**src/rtl/jedro_1_ifu.sv**
```systemverilog
// rtl/jedro_1_ifu.sv - jedro_1 instruction fetch unit with prefetch FIFO and redirect flush
module jedro_1_ifu #(
    parameter int                    DATA_WIDTH = 32,
    parameter int                    ADDR_WIDTH = 32,
    parameter int                    FIFO_DEPTH = 4,
    parameter logic [ADDR_WIDTH-1:0] BOOT_ADDR  = '0
) (
    input  logic                  clk_i,
    input  logic                  rstn_i,
    input  logic                  jmp_instr_i,
    input  logic [ADDR_WIDTH-1:0] jmp_addr_i,
    output logic                  imem_en_o,
    output logic [ADDR_WIDTH-1:0] imem_addr_o,
    input  logic [DATA_WIDTH-1:0] imem_rdata_i,
    output logic                  dec_valid_o,
    input  logic                  dec_ready_i,
    output logic [DATA_WIDTH-1:0] dec_instr_o,
    output logic [ADDR_WIDTH-1:0] dec_pc_o
);

    localparam int PW = (FIFO_DEPTH > 1) ? $clog2(FIFO_DEPTH) : 1;
    localparam int CW = PW + 1;

    // Fetch-side state
    logic                  started_q, started_d;
    logic [ADDR_WIDTH-1:0] pc_q, pc_d;
    logic                  inflight_q, inflight_d;
    logic [ADDR_WIDTH-1:0] rsp_pc_q, rsp_pc_d;

    // Prefetch FIFO state
    logic [CW-1:0]         count_q, count_d;
    logic [PW-1:0]         wr_ptr_q, wr_ptr_d;
    logic [PW-1:0]         rd_ptr_q, rd_ptr_d;
    logic [DATA_WIDTH-1:0] instr_mem_q [FIFO_DEPTH];
    logic [ADDR_WIDTH-1:0] pc_mem_q    [FIFO_DEPTH];

    // Handshake / control terms
    logic                  pop;
    logic                  pop_eff;
    logic                  push;
    logic                  req;
    logic [CW-1:0]         occupancy;
    logic [ADDR_WIDTH-1:0] jmp_target;
    logic                  jmp_addr_unused;

    // Byte offset of a redirect target is ignored; fetches are always word aligned.
    assign jmp_target      = {jmp_addr_i[ADDR_WIDTH-1:2], 2'b00};
    assign jmp_addr_unused = ^jmp_addr_i[1:0];

    assign dec_valid_o = (count_q != '0);
    assign pop         = dec_valid_o & dec_ready_i;
    // A redirect discards the head instead of handing it to the decoder.
    assign pop_eff     = pop & ~jmp_instr_i;
    // A response landing in a redirect cycle belongs to the old stream.
    assign push        = inflight_q & ~jmp_instr_i;

    // Slots already promised: buffered words plus the read still in flight,
    // minus whatever leaves this cycle. Requesting only below depth means a
    // response can always be pushed without overflow.
    assign occupancy = count_q + CW'(inflight_q) - CW'(pop);
    assign req       = started_q & ~jmp_instr_i & (occupancy < CW'(FIFO_DEPTH));

    assign imem_en_o   = req;
    assign imem_addr_o = pc_q;

    // Head of the FIFO; forced to zero when nothing is buffered.
    assign dec_instr_o = dec_valid_o ? instr_mem_q[rd_ptr_q] : '0;
    assign dec_pc_o    = dec_valid_o ? pc_mem_q[rd_ptr_q]    : '0;

    // Fetch PC, in-flight flag and response PC next-state
    always_comb begin
        started_d  = 1'b1;
        pc_d       = pc_q;
        inflight_d = req;
        rsp_pc_d   = rsp_pc_q;
        if (jmp_instr_i) begin
            pc_d = jmp_target;
        end else if (req) begin
            pc_d     = pc_q + ADDR_WIDTH'(4);
            rsp_pc_d = pc_q;
        end
    end

    // FIFO pointer and occupancy next-state; a redirect empties the buffer
    always_comb begin
        count_d  = count_q;
        wr_ptr_d = wr_ptr_q;
        rd_ptr_d = rd_ptr_q;
        if (jmp_instr_i) begin
            count_d  = '0;
            wr_ptr_d = '0;
            rd_ptr_d = '0;
        end else begin
            count_d = count_q + CW'(push) - CW'(pop_eff);
            if (push) begin
                wr_ptr_d = wr_ptr_q + PW'(1);
            end
            if (pop_eff) begin
                rd_ptr_d = rd_ptr_q + PW'(1);
            end
        end
    end

    // Control state registers with asynchronous reset
    always_ff @(posedge clk_i or negedge rstn_i) begin
        if (!rstn_i) begin
            started_q  <= 1'b0;
            pc_q       <= BOOT_ADDR;
            inflight_q <= 1'b0;
            rsp_pc_q   <= '0;
            count_q    <= '0;
            wr_ptr_q   <= '0;
            rd_ptr_q   <= '0;
        end else begin
            started_q  <= started_d;
            pc_q       <= pc_d;
            inflight_q <= inflight_d;
            rsp_pc_q   <= rsp_pc_d;
            count_q    <= count_d;
            wr_ptr_q   <= wr_ptr_d;
            rd_ptr_q   <= rd_ptr_d;
        end
    end

    // FIFO storage; contents are only observed through count, so no reset needed
    always_ff @(posedge clk_i) begin
        if (push) begin
            instr_mem_q[wr_ptr_q] <= imem_rdata_i;
            pc_mem_q[wr_ptr_q]    <= rsp_pc_q;
        end
    end

endmodule

```
**config.mk**
```make
export PLATFORM = sky130hd
export DESIGN_NAME = jedro_1_ifu
export DESIGN_NICKNAME = d
export VERILOG_FILES = /design/src/rtl/jedro_1_ifu.sv
export SDC_FILE = /design/constraint.sdc
export NUM_CORES = 1
export LEC_CHECK = 0
export CAP_MARGIN = 20
export CORE_ASPECT_RATIO = 1.2
export CORE_MARGIN = 2
export CORE_UTILIZATION = 50
export DETAILED_ROUTE_END_ITERATION = 10
export PLACE_DENSITY = 0.73
export SLEW_MARGIN = 10
export SYNTH_ARGS = -nofsm -noshare
export SYNTH_HDL_FRONTEND = slang
export SYNTH_SLANG_ARGS = --single-unit
```
**constraint.sdc**
```tcl
create_clock -name clk_i -period 4.5 [get_ports clk_i]
set_clock_uncertainty 0.05 [all_clocks]
set_input_delay 0.675 -clock clk_i [delete_from_list [all_inputs] [get_ports clk_i]]
set_output_delay 0.675 -clock clk_i [all_outputs]
set_load 0.01 [all_outputs]
```
[Yosys cells after proc, flatten, opt, wreduce, memory -nomap -nowiden]
Memories as Yosys holds them, arrays and structs flattened.
Cells that the tools add are included.
Cells by class
  bitwise gates (word level): 6
  reduce and logical (&&, ||, !) cells: 5
  add/sub/neg operators: 7
  $lt $le $gt $ge: 1
  muxes and demuxes: 11
Operator list (count)
  $mux 32: 4
  $add 32x3->32 const B: 1
  $mux 2: 4
  $add 3x1->3: 2
  $reduce_bool 2->1: 3
  $sub 3x1->3: 2
  $and 1x1->1: 5
  $add 2x1->2 const B: 2
  $lt 3x3->1 const B: 1
  $mux 3: 1
  $reduce_bool 3->1: 1
  $mux 1: 2
  $reduce_and 2->1: 1
  $not 1->1: 1
Word-level totals
  register bits: 73
  memory bits (writable): 256
  memories: 2
  logic and storage cells: 39
  output and inout port bits: 98
Memories
  instr_mem_q: words 4, width 32, read ports 1, clocked after Yosys merged registers in 0, write ports 1, line 34  | logic [DATA_WIDTH-1:0] instr_mem_q [FIFO_DEPTH];
  pc_mem_q: words 4, width 32, read ports 1, clocked after Yosys merged registers in 0, write ports 1, line 35  | logic [ADDR_WIDTH-1:0] pc_mem_q [FIFO_DEPTH];

[Longest topological paths before layout]
  depth after elaboration: 7
  mapped depth: 11

[Worst setup path before layout]
Ideal clock, no wire load.
  path kind: input port to flip-flop
  start point: input jmp_instr_i
  end point: memory instr_mem_q[0][0] (enable)
  data arrival time: 2.563 ns
  slack: 1.460 ns
  data required time: 4.023 ns
  stages on the path: 3
  setup time: 0.427 ns
  buffers on the path: 1
  cell sequence: clkbuf_1 -> nor2b_1 -> and2_1
On the way
  longest elaborated chain between the ends: 4
RTL lines
  start, declared: line 10  | input logic jmp_instr_i,
  $not 1->1 (no line)
  $and 1x1->1: line 55  | assign push = inflight_q & ~jmp_instr_i;
  $mux 1: line 127  | if (push) begin
  $mux 1 (not written as such): line 128  | instr_mem_q[wr_ptr_q] <= imem_rdata_i;
  end, declared: line 34
No other way between the ends.

[Final worst setup path]
  start point: register count_q[1]
  end point: output imem_en_o
On the way
  longest elaborated chain between the ends: 5
  elaborated cells between the ends (all ways): 6
RTL lines
  start, declared: line 31  | logic [CW-1:0] count_q, count_d;
  start signal, assigned: line 119  | count_q <= count_d;
  branches (longest 2 deep; another with $add 3x1->3)
  $sub 3x1->3 *: line 60  | assign occupancy = count_q + CW'(inflight_q) - CW'(pop);
  $lt 3x3->1 *: line 61  | assign req = started_q & ~jmp_instr_i & (occupancy < CW'(FIFO_DEPTH));
  $and 1x1->1 *: line 61
  end, declared: line 12  | output logic imem_en_o,
Mark *: on every way between the ends.

==> out/qor.csv <==
stage,metric,value,unit
finish,fin util,0.623,
yosys,post-synthesis average cell area,17.7,µm²
worst_setup_path,slowest cell delay on critical path,0.51,ns
floorplanning,core area,25500,µm²
sta,actual slew at the worst max-slew pin,1.01,ns
finish,"commonest non-fill, non-tap cells in the layout","edfxtp_1 (248), clkdlybuf4s50_1 (157), dfrtp_1 (67), and2_1 (64), mux4_2 (62)",
finish,"commonest non-fill, non-tap cell in the layout",edfxtp_1,
sta,RSZ-0062 raised after global routing,false,
worst_setup_path,FF-to-FF End,count_q[2],
yosys,Main synth FF type,edfxtp_1,
clock_tree,clk root buf,clkbuf_16,
sta,Relative slew margins,0.326,
place,Final GP Congestion,0.779,
sta,number of setup violations in the final report,0,
power,P_leak,5.35,nW
routing,wire per inst,20.2,µm
worst_setup_path,critical path class,flop to primary output,
finish,Final nets,975,
grt,met3 GRT Util,0.0323,
sta,Hold Fails Final Rpt,0,
floorplanning,IO Pins,166,
yosys,Synth Cell Area,13000,µm²
worst_setup_path,reg2reg setup slack,1.48,ns
clock_tree,Skew-Pair Late Insertion Delay,0.54,ns
sta,Fin Setup TNS,0,ns
worst_setup_path,Critical Path Sink Type,primary output,
clock_tree,cts hold-fix bufs,0,
clock_tree,# Post-CTS Setup Buffers,0,
worst_setup_path,worst-case reg-to-reg path depth,9,
floorplanning,row count,64,
clock_tree,clk slew on worst S/H paths,0.06,ns
yosys,yosys warns,0,
routing,Pre-Repair DR Iteration Count,4,
min_path,type of the most critical hold path,input port to async pin,
place,port bufs,159,
worst_setup_path,Worst Setup EP,imem_en_o,
grt,number of global-route vias before repair,7167,
yosys,Synth cell types,59,
yosys,Synth async-reset ratio,0.218,
routing,antenna-violating nets left,0,
routing,Vias/cell,5.51,
grt,GRT Util Overall,0.188,
sta,Final min period,3.82,ns
worst_setup_path,Worst R2R Start,count_q[2],
yosys,"flops & latches, synth",317,
routing,final wirelength,25.2,mm
grt,total grt overflow,0,
clock_tree,Num CTS Buffers,30,
place,DP HPWL,14.8,mm
clock_tree,CTS Sinks,317,
yosys,register area share after synthesis,0.705,
clock_tree,PostCTS Resize Cnt,0,
grt,initial antenna violation count,0,
worst_setup_path,Worst EP arrival,3.10,ns
worst_setup_path,CP Cell Sequence,or2_1 -> nand3b_1 -> ha_1 -> and4bb_2 -> o22a_1 -> nor3_4 -> buf_4 -> nor2_4 -> clkdlybuf4s50_1,
run_status,status,"finished, final reports clean",
worst_setup_path,Worst Setup Start Kind,flop,
finish,area grow syn2layout,22.2,%
clock_tree,TritonCTS clock tree,done,
clock_tree,CTS H-tree depth,1,
floorplanning,Die H,181,µm
grt,global-route met1 utilization,0.263,
yosys,Post-Syn Instances,737,
finish,ANT cells,0,
power,Cell Pwr Density,548,nW/µm²
power,worst vdd ir,0.000244,V
worst_setup_path,CP max-delay cell,clkdlybuf4s50_1,
clock_tree,CTS max path bufs,3,
floorplanning,die area,27400,µm²
grt,Top Usage Layer GRT,met2,
sta,fmax,262,MHz
routing,vias,6902,
worst_setup_path,Worst EP required,3.77,ns
worst_setup_path,Critical path origin,count_q[1],
job,Max-Cap Viols,0,
sta,Tcrit/Tclk final,0.849,
grt,GR Util met2,0.314,
worst_setup_path,Critical Path Fanout Max,10,
floorplanning,width of the die,151,µm
yosys,"EDFF count, synth",248,
routing,# DRC,0,
routing,first-iteration detailed-routing DRC count,377,
grt,pin count of the biggest net entering global routing,70,
floorplanning,initial core utilization,0.510,
grt,first-pass GRT wire length,39.9,mm
sta,max-slew violations,0,
finish,share of post-route cells with drive strength above 1,0.156,
## sequential cells by signal, summed over array words and instances (netlist names), 2 cells and up
signal,cells
instr_mem_q,128
count_q,3
imem_addr_o,30
pc_mem_q,120
wr_ptr_q,2
rd_ptr_q,2
rsp_pc_q,30
## cell type report
cell class | count | area [µm²]
well taps | 330 | 413
clock buffers | 45 | 921
fillers | 1829 | 9630
multi-input cells | 373 | 3640
repair buffers | 165 | 1650
clock inverters | 11 | 62.6
flip-flops and latches | 317 | 9180
inverters | 11 | 41.3
## per-stage QoR
step	instances	cell area, µm²	total power [mW]	worst slack (ns)	hold WS, ns
2_1_floorplan	740	13000	5.26	1.46	0.329
3_3_place_gp	1196	14900	6.32	0.787	0.437
3_5_place_dp	1196	14900	6.38	0.767	0.447
4_1_cts	1252	15900	8.82	0.662	0.240
5_1_grt	1252	15900	9.16	0.503	0.276
6_report	1252	15900	8.72	0.679	0.215
## where the power goes
part | internal [mW] | switching, mW
clock | 1.41 | 1.03
combinational | 1.29 | 0.978
sequential | 3.62 | 0.378
total | 6.33 | 2.38
## worst max-delay path: cells and delay by family, from the launching register on
family / cells / cell delay, ns
and+or+nand+nor: 5 / 0.89
buffers and inverters: 2 / 0.73
DFF: 1 / 0.48
adders and majority gates: 1 / 0.27
AOI/OAI and AO/OA: 1 / 0.21
## cell usage after synthesis (all sizes together) (11+ instances only)
library cell / instances / share of area
mux2: 33 / 0.029
nor2b: 11 / 0.0053
inv: 11 / 0.0032
nand2: 36 / 0.011
buf: 17 / 0.0085
dfrtp: 69 / 0.13
clkbuf: 22 / 0.0063
and2: 68 / 0.033
edfxtp: 248 / 0.57
o21ai: 17 / 0.0065
mux4: 62 / 0.11
nand3: 21 / 0.0094
xor2: 15 / 0.010
nor2: 14 / 0.0042
## cell families (layout without fill, tap and decap cells)
family	count (synthesis)	in the layout	synth area share
AO/OA/AOI/OAI	33	33	0.0159
XOR/XNOR	25	25	0.0168
flip-flops	317	317	0.705
adder cells (fa/ha/maj)	9	9	0.00922
multiplexers	100	100	0.140
buffers and inverters	50	232	0.0180
other	2	5	0.000577
AND/OR/NAND/NOR	201	201	0.0954
## how the worst min path moves through the flow
stage / to / depth (start not counted) / slack (ns)
floorplan: count_q[0] / 0 / 0.33
global placement: pc_mem_q[3][25] / 0 / 0.44
detailed placement: pc_mem_q[2][21] / 0 / 0.45
CTS: imem_addr_o[17] / 1 / 0.24
global route: imem_addr_o[27] / 1 / 0.28
finish: imem_addr_o[27] / 1 / 0.22
## metal layers
metal	wire length, µm	share of wire
met4	311	0.012
met3	1450	0.058
met5	0	0
met1	11000	0.44
met2	12500	0.49
No activity file was read; power rests on OpenSTA's default activity.
==> RTL change 1, RTL diff (same settings) <==
Set the parameter `FIFO_DEPTH` to 8 (it was 4).
--- a/src/rtl/jedro_1_ifu.sv
+++ b/src/rtl/jedro_1_ifu.sv
@@ -2,7 +2,7 @@
 module jedro_1_ifu #(
     parameter int                    DATA_WIDTH = 32,
     parameter int                    ADDR_WIDTH = 32,
-    parameter int                    FIFO_DEPTH = 4,
+    parameter int                    FIFO_DEPTH = 8,
     parameter logic [ADDR_WIDTH-1:0] BOOT_ADDR  = '0
 ) (
     input  logic                  clk_i,
Behaviour: not the same (Yosys sat finds a counterexample within 10 cycles, from zero or initial values and one cycle with rstn_i low).
==> RTL change 1 against the unedited design <==
Final area rose by 69%. Worst setup slack worse by 420 ps. Area after synthesis up 75%. Wire length is 77% higher. Sequential cell count grew 251. Cell count up 58%. Critical path depth is 6 higher. Total power grew 79%. Critical endpoint unchanged. Largest cell class unchanged. Largest power group unchanged. Highest routed layer unchanged.
==> RTL change 1: results (changes against the unedited design) <==
metric,value,unit,change
Area contributors post-synth,"edfxtp_1 66%, mux4_2 12%, dfrtp_1 7.9%",,
vias in the first global route,11870,,+66%
"top cells by count, synth","496 x edfxtp_1, 124 x mux4_2, 86 x nor2_1",,
Gate Count Post-Synth,1147,,+56%
first-pass GRT wire length,69120,um,+73%
routability congestion estimate,0.7940,,+2.0%
Peak VDD IR,0.4068,mV,+67%
htree depth,2,,+1
final instance count without filler cells,1981,,+58%
worst r2r path cells,15,,+6
Final nets,1409,,+45%
Cells after DPL,1886,,+58%
Tot GR Track Use,19.48,%,+0.71 points
Pint,11220,uW,+77%
drt pass-1 iters,5,,+1
pin count of the biggest net entering global routing,73,,+4.3%
DP Area,25220,um^2,+69%
DR vias,11210,,+62%
Lkg Pwr,0.008750,uW,+64%
total CTS buffers,51,,+70%
Crit Path Max Fanout,4,,-6
Syn. warnings,0,,unchanged
biggest regs,"instr_mem_q: 256 flops, pc_mem_q: 240 flops",,
asr flop ratio synth,12.68,%,-9.1 points
number of flops mapped to enable cells by yosys,496,,+100%
DRT iter0 DRCs,690,,+83%
outcome,"complete, no violations",,
fill count,3283,,+79%
Worst Max-Slew Pin Slew,927.0,ps,-83.61 ps
## RTL change 1: changes by cell type in the layout (fill, tap and decap cells not counted), sizes merged, moves of 6 or more
cell	change
clkinv	+14
and2	-67
edfxtp	+248
bufinv	+6
nand2	-8
inv	+7
nand3	-8
buf	+25
mux4	+62
clkbuf	+17
nor2	+72
nand4	+8
mux2i	+61
## RTL change 1: per-layer routing
metal  track usage, %  up-vias  part of all wire (%)
met1            26.37     5843                    42
met4            5.314        0                   1.9
met3            2.781       60                   5.1
met5                0        -                     0
li1                 -     4972                     -
met2            33.34      331                    51
## RTL change 1: power groups by stage
| stage | Combinational, uW | Clock [uW] | Sequential, uW |
|---|---|---|---|
| 3_3_place_gp | 4260 | 0 | 7040 |
| 5_1_grt | 4570 | 4640 | 7050 |
| 4_1_cts | 4340 | 4440 | 6970 |
| 6_report | 4240 | 4350 | 6970 |
| 3_5_place_dp | 4320 | 0 | 7080 |
| 2_1_floorplan | 2810 | 0 | 6770 |
## RTL change 1: layout make-up
type / instances / area, um^2 / area share (%)
timing repair buffer: 190 / 1979 / 7.352
sequential: 568 / 16710 / 62.06
tap: 609 / 762.0 / 2.830
inverter: 17 / 63.81 / 0.2370
clock inverter: 33 / 321.6 / 1.194
multi-input combinational: 502 / 5708 / 21.20
clock buffer: 62 / 1380 / 5.126
## RTL change 1: cells by family after synthesis
kind of cell             after synthesis  synth area share, %
flip-flops                           568                73.47
multiplexers                         227                17.51
AND/OR/NAND/NOR                      187                4.069
buffers and inverters                 80                1.762
AO/OA/AOI/OAI                         49                1.630
XOR/XNOR                              23               0.8865
adder cells (fa/ha/maj)               11               0.6387
other                                  2              0.03305
## RTL change 1: worst paths after layout
path	to	slack, ps	start
max in group asynchronous	rd_ptr_q[2]	3500	rstn_i
setup reg to reg	rsp_pc_q[31]	1070	count_q[2]
hold reg to reg	rsp_pc_q[31]	550	imem_addr_o[31]
setup / recovery	imem_en_o	260	count_q[2]
min in group clk_i	rsp_pc_q[31]	550	imem_addr_o[31]
hold / removal	imem_addr_o[8]	200	rstn_i
## RTL change 1: per-stage QoR
stage | setup TNS [ps] | hold slack, ps | setup WS [ps] | util (%)
after floorplan | -78890 | 329.4 | -255.2 | -
after global placement | 0 | 516.0 | 356.6 | 56.19
after detailed placement | 0 | 528.0 | 345.8 | 56.19
after CTS | 0 | 227.0 | 220.4 | 59.99
after global routing | 0 | 283.8 | 42.52 | 59.99
final | 0 | 198.8 | 258.6 | 59.99
## RTL change 1: critical path, stage by stage (launching register included)
cell and delay (ps):
dfrtp_1 320, inv_1 50, ha_1 180, and3_2 170
inv_1 100, nand2_1 120, inv_1 90, ha_1 130
inv_1 50, ha_1 320, and4b_4 230, or3_1 370
and2_4 190, nand3_4 70, inv_1 70, clkdlybuf4s50_1 480
==> RTL change 2, RTL diff (same settings) <==
Made on the original files. Reset style: synchronous (`rstn_i`), changed in one clocked block. Comments in the files are not updated.
--- a/src/rtl/jedro_1_ifu.sv
+++ b/src/rtl/jedro_1_ifu.sv
@@ -102,7 +102,7 @@
     end
 
     // Control state registers with asynchronous reset
-    always_ff @(posedge clk_i or negedge rstn_i) begin
+    always_ff @(posedge clk_i) begin
         if (!rstn_i) begin
             started_q  <= 1'b0;
             pc_q       <= BOOT_ADDR;
Formal check against the unedited RTL: differs if rstn_i is asserted again (counterexample within 4 cycles, from zero or initial values and one cycle with rstn_i low); with rstn_i held inactive, the same outputs for 4 cycles.
==> RTL change 2 against the unedited design <==
Area after synthesis is 2.3% lower. Synthesized cell count is 12% higher. Core utilization is 0.52 points higher. Worst setup slack worse by 420 ps. Count of clock-buffer cells in the layout is 6 lower. Final area is 2.0% lower. Via count is 8.8% higher. Wire length is 3.7% higher. Sequential cell count is 2 higher. Register-to-register slack worse by 490 ps. Largest cell class unchanged.
Power is not compared: it rests on default switching activity, and its combinational part moved more than twofold at a synthesized area within 25%.
==> RTL change 2: results (changes against the unedited design) <==
metric,value,unit,change
Worst Max-Slew Pin Slew,1001,ps,-10.09 ps
Area contributors post-synth,"edfxtp_1 59%, dfxtp_1 11%, mux4_2 11%",,
routability congestion estimate,0.8481,,+8.9%
Crit Path Max Fanout,3,,-7
share of cells above drive strength 1,12.63,%,-3.0 points
Gate Count Post-Synth,823,,+12%
Worst path max stage delay,540,ps,+30 ps
vias per cell,5.677,,+3.0%
Worst Hold Class,register to register,,
sequential share of the synthesized area,69.71,%,-0.74 points
drt pass-1 iters,5,,+1
"Distinct cells, synth",50,,-15%
vias in the first global route,7731,,+7.9%
GR Util met2,33.68,%,+2.3 points
Critical Path AT,3520,ps,+420 ps
Final nets,1054,,+8.1%
GRT met3 Usage,2.748,%,-0.48 points
outcome,"complete, no violations",,
worst r2r path cells,11,,+2
DRT iter0 DRCs,495,,+31%
total CTS buffers,29,,-3.3%
HPWL after DPL,15360,um,+3.9%
Avg WL per Cell,19.79,um,-1.8%
flop-to-flop setup slack,990,ps,-490 ps
"top cells by count, synth","248 x edfxtp_1, 82 x nand2_1, 71 x and2_1, 71 x dfxtp_1, 62 x mux4_2",,
DR vias,7511,,+8.8%
Tot GR Track Use,19.84,%,+1.1 points
met1 usage,26.92,%,+0.66 points
Fin. Hold Viols,0,,unchanged
==> RTL change 2: changes by cell type in the layout (fill, tap and decap cells not counted), sizes merged, moves of 14 or more <==
cell | before | now
dfxtp | 0 | 71
dfrtp | 69 | 0
nand2 | 36 | 82
a21oi | 4 | 42
mux2 | 33 | 2
xor2 | 15 | 1
==> RTL change 2: logic make-up after synthesis <==
kind of cell / share of synthesized area [%]
other: 0.02948
AND/OR/NAND/NOR: 10.29
AO/OA/AOI/OAI: 5.016
buffers and inverters: 2.134
adder cells (fa/ha/maj): 1.043
multiplexers: 11.23
flip-flops: 69.71
XOR/XNOR: 0.5508
==> RTL change 2: worst register-to-register path, cell delays in order (launching register included) <==
cell     delay, ps
dfxtp_1        330
or3_2          480
and2_1         210
ha_1           180
inv_1           50
ha_1           210
and3b_1        170
or4b_1         530
a21o_1         200
buf_4          300
or4_1          560
a31oi_1        180
==> RTL change 2: layout make-up <==
cell class,instances,area [um^2],area share (%)
clock buffer,39,804.5,5.158
clock inverter,14,167.7,1.075
inverter,13,48.80,0.3129
multi-input combinational,441,3605,23.11
sequential,319,8876,56.91
tap,325,406.6,2.607
timing repair buffer,172,1689,10.83
==> RTL change 2: report_power, final <==
group          internal, uW  leakage (uW)  switching, uW
sequential             3200       0.00283           48.2
combinational           137       0.00169            129
clock                  1480      0.000476           1020
total                  4810       0.00500           1190
==> RTL change 2: metrics by stage <==
step	instance area (um^2)	worst slack (ps)	hold WS, ps	util (%)	power, uW
finish	15600	257.3	447.9	62.82	6006
detailed placement	14630	414.3	441.1	58.90	3575
global route	15600	127.8	473.9	62.82	6196
CTS	15600	226.6	450.1	62.82	6060
floorplan	12730	1074	410.0	-	3412
global placement	14630	393.4	425.7	58.90	3569
==> RTL change 2: routing by layer <==
metal | vias up | wire, um
li1 | 3449 | -
met3 | 36 | 1450
met4 | 0 | 542
met2 | 264 | 12960
met1 | 3762 | 11230
met5 | - | 0
==> RTL change 2: path summary, 6_finish.rpt <==
check | endpoint | startpoint
worst max-delay path | imem_en_o | count_q[1]
worst min-delay path | rsp_pc_q[14] | rsp_pc_q[14]
worst max register to register | imem_addr_o[14] | count_q[1]
worst min register to register | rsp_pc_q[14] | rsp_pc_q[14]
